===== src/rtl/wb_arbiter.sv =====
`default_nettype none
// ============================================================================
// Module   : wb_arbiter
// Purpose  : Two-master Wishbone B4 classic arbiter and address decoder.
//            It grants the shared slave bus round-robin, holds the grant
//            while the owner's cyc stays high, and strobes one of three
//            slaves (flash, RAM, control) by address window. It routes the
//            responses and read data back to the owner only, and answers
//            unmapped accesses with a one-cycle err.
// Ports    : clk_i, rst_i (synchronous, active low)
//            m0_* / m1_*  : master ports (cyc, stb, we, adr, dat, sel in;
//                           dat, ack, err, rty out)
//            s_*_o        : shared slave request (stb is one bit per slave)
//            s_dat_i      : {ctrl, ram, flash} read data
//            s_ack_i/s_err_i/s_rty_i : per-slave responses
// Options  : WB_ARBITER_TIMEOUT_EN - when defined, a strobe that waits
//            TIMEOUT cycles for a response is abandoned with a bus error.
// Revision : 1.0 - initial release
// ============================================================================
module wb_arbiter #(
  parameter logic [31:0] FLASH_BASE = 32'h1000_0000,
  parameter logic [31:0] FLASH_SIZE = 32'h0020_0000,
  parameter logic [31:0] RAM_BASE   = 32'h2000_0000,
  parameter logic [31:0] RAM_SIZE   = 32'h0001_0000,
  parameter logic [31:0] CTRL_BASE  = 32'h3000_0000,
  parameter logic [31:0] CTRL_SIZE  = 32'h0000_0100,
  parameter int unsigned TIMEOUT    = 255
) (
  input  logic        clk_i,
  input  logic        rst_i,
  input  logic        m0_cyc_i,
  input  logic        m0_stb_i,
  input  logic        m0_we_i,
  input  logic [31:0] m0_adr_i,
  input  logic [31:0] m0_dat_i,
  input  logic [3:0]  m0_sel_i,
  output logic [31:0] m0_dat_o,
  output logic        m0_ack_o,
  output logic        m0_err_o,
  output logic        m0_rty_o,
  input  logic        m1_cyc_i,
  input  logic        m1_stb_i,
  input  logic        m1_we_i,
  input  logic [31:0] m1_adr_i,
  input  logic [31:0] m1_dat_i,
  input  logic [3:0]  m1_sel_i,
  output logic [31:0] m1_dat_o,
  output logic        m1_ack_o,
  output logic        m1_err_o,
  output logic        m1_rty_o,
  output logic        s_cyc_o,
  output logic        s_we_o,
  output logic [31:0] s_adr_o,
  output logic [31:0] s_dat_o,
  output logic [3:0]  s_sel_o,
  output logic [2:0]  s_stb_o,
  input  logic [95:0] s_dat_i,
  input  logic [2:0]  s_ack_i,
  input  logic [2:0]  s_err_i,
  input  logic [2:0]  s_rty_i
);

  if (TIMEOUT < 1 || TIMEOUT > 255) begin : g_timeout_range
    $error("wb_arbiter: TIMEOUT must be in 1..255");
  end

  typedef enum logic [1:0] {
    IDLE = 2'd0,
    OWN0 = 2'd1,
    OWN1 = 2'd2,
    ERR  = 2'd3
  } state_t;

  state_t state;
  logic   last;       // master granted most recently (1 = m1)
  logic   err_owner;  // owner to return to after ERR

  // Ownership covers the ERR cycle too, so the error reaches the right master.
  logic own0, own1, owned, strobing_state;
  assign own0           = (state == OWN0) || ((state == ERR) && !err_owner);
  assign own1           = (state == OWN1) || ((state == ERR) && err_owner);
  assign owned          = own0 || own1;
  assign strobing_state = (state == OWN0) || (state == OWN1);

  logic cur_cyc, cur_stb, oth_cyc;
  assign cur_cyc = own1 ? m1_cyc_i : m0_cyc_i;
  assign cur_stb = own1 ? m1_stb_i : m0_stb_i;
  assign oth_cyc = own1 ? m0_cyc_i : m1_cyc_i;

  assign s_cyc_o = owned && cur_cyc;
  assign s_we_o  = owned && (own1 ? m1_we_i : m0_we_i);
  assign s_adr_o = owned ? (own1 ? m1_adr_i : m0_adr_i) : 32'd0;
  assign s_dat_o = owned ? (own1 ? m1_dat_i : m0_dat_i) : 32'd0;
  assign s_sel_o = owned ? (own1 ? m1_sel_i : m0_sel_i) : 4'd0;

  // Window test as an unsigned offset compare; wraps below base so one
  // comparison covers both base <= adr and adr < base + size.
  logic [2:0] hit;
  assign hit[0] = (s_adr_o - FLASH_BASE) < FLASH_SIZE;
  assign hit[1] = (s_adr_o - RAM_BASE)   < RAM_SIZE;
  assign hit[2] = (s_adr_o - CTRL_BASE)  < CTRL_SIZE;

  assign s_stb_o = (strobing_state && cur_cyc && cur_stb) ? hit : 3'b000;

  logic ack_any, err_any, rty_any;
  assign ack_any = |(s_ack_i & s_stb_o);
  assign err_any = |(s_err_i & s_stb_o);
  assign rty_any = |(s_rty_i & s_stb_o);

  logic [31:0] rd_dat;
  assign rd_dat = ({32{hit[0]}} & s_dat_i[31:0])
                | ({32{hit[1]}} & s_dat_i[63:32])
                | ({32{hit[2]}} & s_dat_i[95:64]);

  assign m0_ack_o = own0 && ack_any;
  assign m0_rty_o = own0 && rty_any;
  assign m0_err_o = own0 && (err_any || (state == ERR));
  assign m0_dat_o = own0 ? rd_dat : 32'd0;
  assign m1_ack_o = own1 && ack_any;
  assign m1_rty_o = own1 && rty_any;
  assign m1_err_o = own1 && (err_any || (state == ERR));
  assign m1_dat_o = own1 ? rd_dat : 32'd0;

  logic tmo_hit;

`ifdef WB_ARBITER_TIMEOUT_EN
  localparam logic [7:0] TMO_LAST = 8'(TIMEOUT - 1);

  logic [7:0] tmo_cnt;
  logic       waiting;
  assign waiting = (|s_stb_o) && !(ack_any || err_any || rty_any);
  // Fires on the TIMEOUT-th waiting cycle, so ERR follows on the next edge.
  assign tmo_hit = waiting && (tmo_cnt == TMO_LAST);

  always_ff @(posedge clk_i) begin
    if (!rst_i || !waiting || tmo_hit) begin
      tmo_cnt <= 8'd0;
    end else begin
      tmo_cnt <= tmo_cnt + 8'd1;
    end
  end
`else
  assign tmo_hit = 1'b0;
`endif

  always_ff @(posedge clk_i) begin
    if (!rst_i) begin
      state     <= IDLE;
      last      <= 1'b1;
      err_owner <= 1'b0;
    end else begin
      case (state)
        IDLE: begin
          if (m0_cyc_i && m1_cyc_i) begin
            state <= last ? OWN0 : OWN1;
            last  <= !last;
          end else if (m0_cyc_i) begin
            state <= OWN0;
            last  <= 1'b0;
          end else if (m1_cyc_i) begin
            state <= OWN1;
            last  <= 1'b1;
          end
        end
        OWN0, OWN1: begin
          if (!cur_cyc) begin
            // Direct handover keeps the bus busy without an IDLE cycle.
            if (oth_cyc) begin
              state <= own1 ? OWN0 : OWN1;
              last  <= !own1;
            end else begin
              state <= IDLE;
            end
          end else if ((cur_stb && (hit == 3'b000)) || tmo_hit) begin
            state     <= ERR;
            err_owner <= own1;
          end
        end
        ERR: begin
          state <= err_owner ? OWN1 : OWN0;
        end
        default: begin
          state <= IDLE;
        end
      endcase
    end
  end

endmodule
`default_nettype wire

===== config.mk =====
export PLATFORM = sky130hd
export DESIGN_NAME = wb_arbiter
export DESIGN_NICKNAME = d
export VERILOG_FILES = /design/src/rtl/wb_arbiter.sv
export SDC_FILE = /design/constraint.sdc
export NUM_CORES = 1
export LEC_CHECK = 0
export CORE_AREA = 3 3 150 152
export CTS_CLUSTER_DIAMETER = 30
export DETAILED_ROUTE_END_ITERATION = 8
export DIE_AREA = 0 0 153 155
export SYNTH_ARGS = -nofsm -noshare
export SYNTH_HDL_FRONTEND = slang
export SYNTH_SLANG_ARGS = --single-unit

===== constraint.sdc =====
create_clock -name clk_i -period 3.48 [get_ports clk_i]
set_input_delay 0.348 -clock clk_i [delete_from_list [all_inputs] [get_ports clk_i]]
set_output_delay 0.348 -clock clk_i [all_outputs]
set_load 0.02 [all_outputs]

==> impl_summary.txt <==
----------------------------------------------------
[Status]
  Status ... finished with violations
  Failing checks ... negative setup slack

[Layout]
  Final instance area ... ~8000 um2
  Net count reported at finish ... 1205
  Final Non-Filler Cells ... approximately 1200
  Highest-count cells in the layout ignoring fill and taps ... 318 x sky130_fd_sc_hd__clkdlybuf4s50_1, 164 x sky130_fd_sc_hd__nand2_1, 84 x sky130_fd_sc_hd__a21oi_1
  Most common cell after layout, fill and taps aside ... sky130_fd_sc_hd__clkdlybuf4s50_1
  Total of fill cells in the finished design ... between 2000 and 2500
  Share of cells above drive strength 1 ... 0.271
  Area growth from synthesis to layout ... 177%

[Routing]
  Per-cell via count in the routed design ... 4.49
  Detailed router's first-iteration violation count ... 168
  Residual DRC ... 0
  Via count of the routed design ... roughly 5500
  DRT Wirelength ... 23100 um
  Mean routed wirelength per cell ... about 19 um
  First-pass detailed-route iteration total ... 6
  Detail Route Antenna Nets ... 0

[Placed design]
  HPWL reported at the end of detailed placement ... ~19000 um
  Post-Place Cells ... roughly 1200
  Placer Congestion ... roughly 0.9
  # port buffers ... 391
  Placed Area ... around 7500 um2

[STA]
  Setup Viol. Count Final ... 1
  Slew at the pin closest to its max-slew limit ... approximately 0.71 ns
  Timing-limited maximum frequency ... between 200 and 300 MHz
  Slew HR ... 0.526
  Clk_skew ... ~0.005 ns
  Total negative slack ... -0.0102 ns
  Final hold violation count ... 0
  Unrepaired setup endpoints after global routing ... true
  Period Utilization, post-route ... 1.00
  Setup ws final ... -0.0102 ns
  Clock period minus final worst setup slack ... around 3.5 ns
  Number of pins exceeding their max-slew limit in the final report ... 0
  Worst Hold Slack ... approximately 0.55 ns

[Die]
  Die ar. ... 23700 um2
  Width of the chip ... between 150 and 200 um
  Row Count ... 53
  Placeable core region ... roughly 21000 um2
  Initial core utilization ... 0.136
  Number of top-level pins ... a little under 400
  Die extent in y ... around 160 um

[Power and ir drop]
  Power Density ... between 400 and 500 nW/um2
  IR drop worst, VDD ... 0.237 mV
  Total power draw ... around 0.0038 W
  Leak ... approximately 3.1 nW

[Synthesis]
  Fraction of the yosys area taken by sequential cells ... 0.0279
  Synth unique cells ... 46
  Synthesized Nets ... 794
  Mean area per synthesized cell ... 5.34 um2
  Syn Inst Count ... about 540
  #FFs+latches synth ... 4
  Yosys warning total ... 0
  Synthesized area ... ~2900 um2
  Most used flip-flop cell after synthesis ... sky130_fd_sc_hd__dfxtp_1
  Fraction of registers with async set/reset ... 0
  Post-synth EDFFs ... 0

[Worst setup path]
  Kind of capture point of the worst setup path ... primary output
  CP max FO ... 4
  Endpoint arrival time on the critical path ... between 3 and 4 ns
  Crit path max-delay cell type ... sky130_fd_sc_hd__or4_4
  Crit Path Category ... reg -> out
  Type of element launching the critical path ... flop
  Series of cell instances along the critical path ... ha_4, a21oi_4, nand2_2, a21oi_4, buf_6, ha_4, or4_4, o21ai_4, and2_4, buf_16, a22oi_1, o21ai_1, and2_4, buf_6
  Required time at the worst-slack endpoint ... between 3 and 4 ns
  Max incr delay on CP ... about 0.5 ns

[CTS]
  Clock tree from TritonCTS ... done
  Number of clock sinks seen by CTS ... 4
  CTS root buffer ... sky130_fd_sc_hd__clkbuf_16
  Clock latency at the later pin of the worst-skew pair ... 0.23 ns
  CTS hold repair buffers ... 0
  Number of buffers added by the clock tree synthesis step ... 3
  Depth of the CTS H-tree ... 1
  Clock transition at path regs ... around 0.03 ns
  Number of buffers on the longest clock path ... 2

[Global route]
  Congestion Overflow GR ... 0
  First-pass GRT wire length ... about 32000 um
  Largest net degree at the start of global routing ... 50
  Via count of the first global-routing pass ... between 5000 and 6000
  Total track usage ... 0.174
  Initial antenna violation count ... 3

[Worst hold path]
  Path class of the lowest-slack min-delay path ... reg -> reg

[Run]
  Max-cap violation count ... 0

----------------------------------------------------
## repair_timing
item,4_1_cts,5_1_grt
pin swaps,22,22
setup endpoints to repair,73,73
gates resized for setup,370,59
cloned,4,2
setup buffers,12,2
## worst paths after layout
path	startpoint	end	slack [ns]	depth (start not counted)
min reg2reg	state[1]	state[1]	0.55	2
max reg2reg	state[1]	state[1]	0.33	15
max	state[1]	m1_dat_o[25]	-0.01	14
min	state[1]	state[1]	0.55	2
## routing by layer
metal	vias to the layer above	GRT usage	routed length, um
met2	285	0.338	12100
met3	24	0.0439	1900
met4	2	0.0356	448
met5	-	0	13
li1	2673	-	-
met1	2508	0.191	8640
## through the flow
step | setup WS [ns] | util
after CTS | -0.108 | 0.366
final | -0.0102 | 0.375
after floorplan | 0.00689 | -
after detailed placement | -0.454 | 0.354
after global placement | -0.390 | 0.354
after global routing | -0.127 | 0.375
## worst max-delay path: cells and delay by family (launching register included)
kind,cells,cell delay [ns]
and+or+nand+nor,4,1.03
AOI/OAI and AO/OA,5,0.77
DFF,1,0.36
adders and majority gates,2,0.39
buffers and inverters,3,0.36
## sequential cells by signal, summed over array words and instances, names as in the netlist
name and flops:
state 2, err_owner 1, last 1
## final cells by class
type | instances | area [um2] | area share
Antenna cell | 2 | 5.00 | 0.000631
Timing Repair Buffer | 455 | 4460 | 0.563
Sequential cell | 4 | 87.6 | 0.0110
Clock buffer | 3 | 75.1 | 0.00946
Tap cell | 275 | 344 | 0.0434
Multi-Input combinational cell | 478 | 2930 | 0.370
Inverter | 6 | 25.0 | 0.00315
## power by group
part	internal (W)	switching (W)	leakage, nW
sequential	0.0000681	0.0000258	0.0342
combinational	0.00152	0.00203	3.07
clock	0.000147	0.0000359	0.0370
total	0.00174	0.00210	3.14
## Yosys cell counts (all sizes together), types with 3 or more instances
master / instances / area [um2]
nor4: 4 / 25.0
nand2: 166 / 623
a32oi: 18 / 158
o21ai: 21 / 105
nand4: 3 / 18.8
dfxtp: 4 / 80.1
nand3: 5 / 25.0
a21o: 4 / 37.5
mux2i: 4 / 40.0
a22oi: 17 / 128
inv: 6 / 22.5
nor2: 57 / 214
nand2b: 6 / 37.5
and3: 5 / 31.3
buf: 24 / 131
clkbuf: 25 / 93.8
nor2b: 4 / 25.0
and2: 33 / 206
a21oi: 88 / 448
ha: 8 / 100
nor3b: 5 / 37.5
nor3: 7 / 46.3
a211oi: 3 / 47.6
## logic make-up after synthesis
group	Yosys count	share of synthesized area
DFF	4	0.0279
and+or+nand+nor	303	0.474
AOI/OAI and AO/OA	161	0.357
xor gates and xnor gates	2	0.00611
adders and majority gates	8	0.0349
buffers and inverters	55	0.0864
muxes	4	0.0140
(Power assumes the default switching activity.)
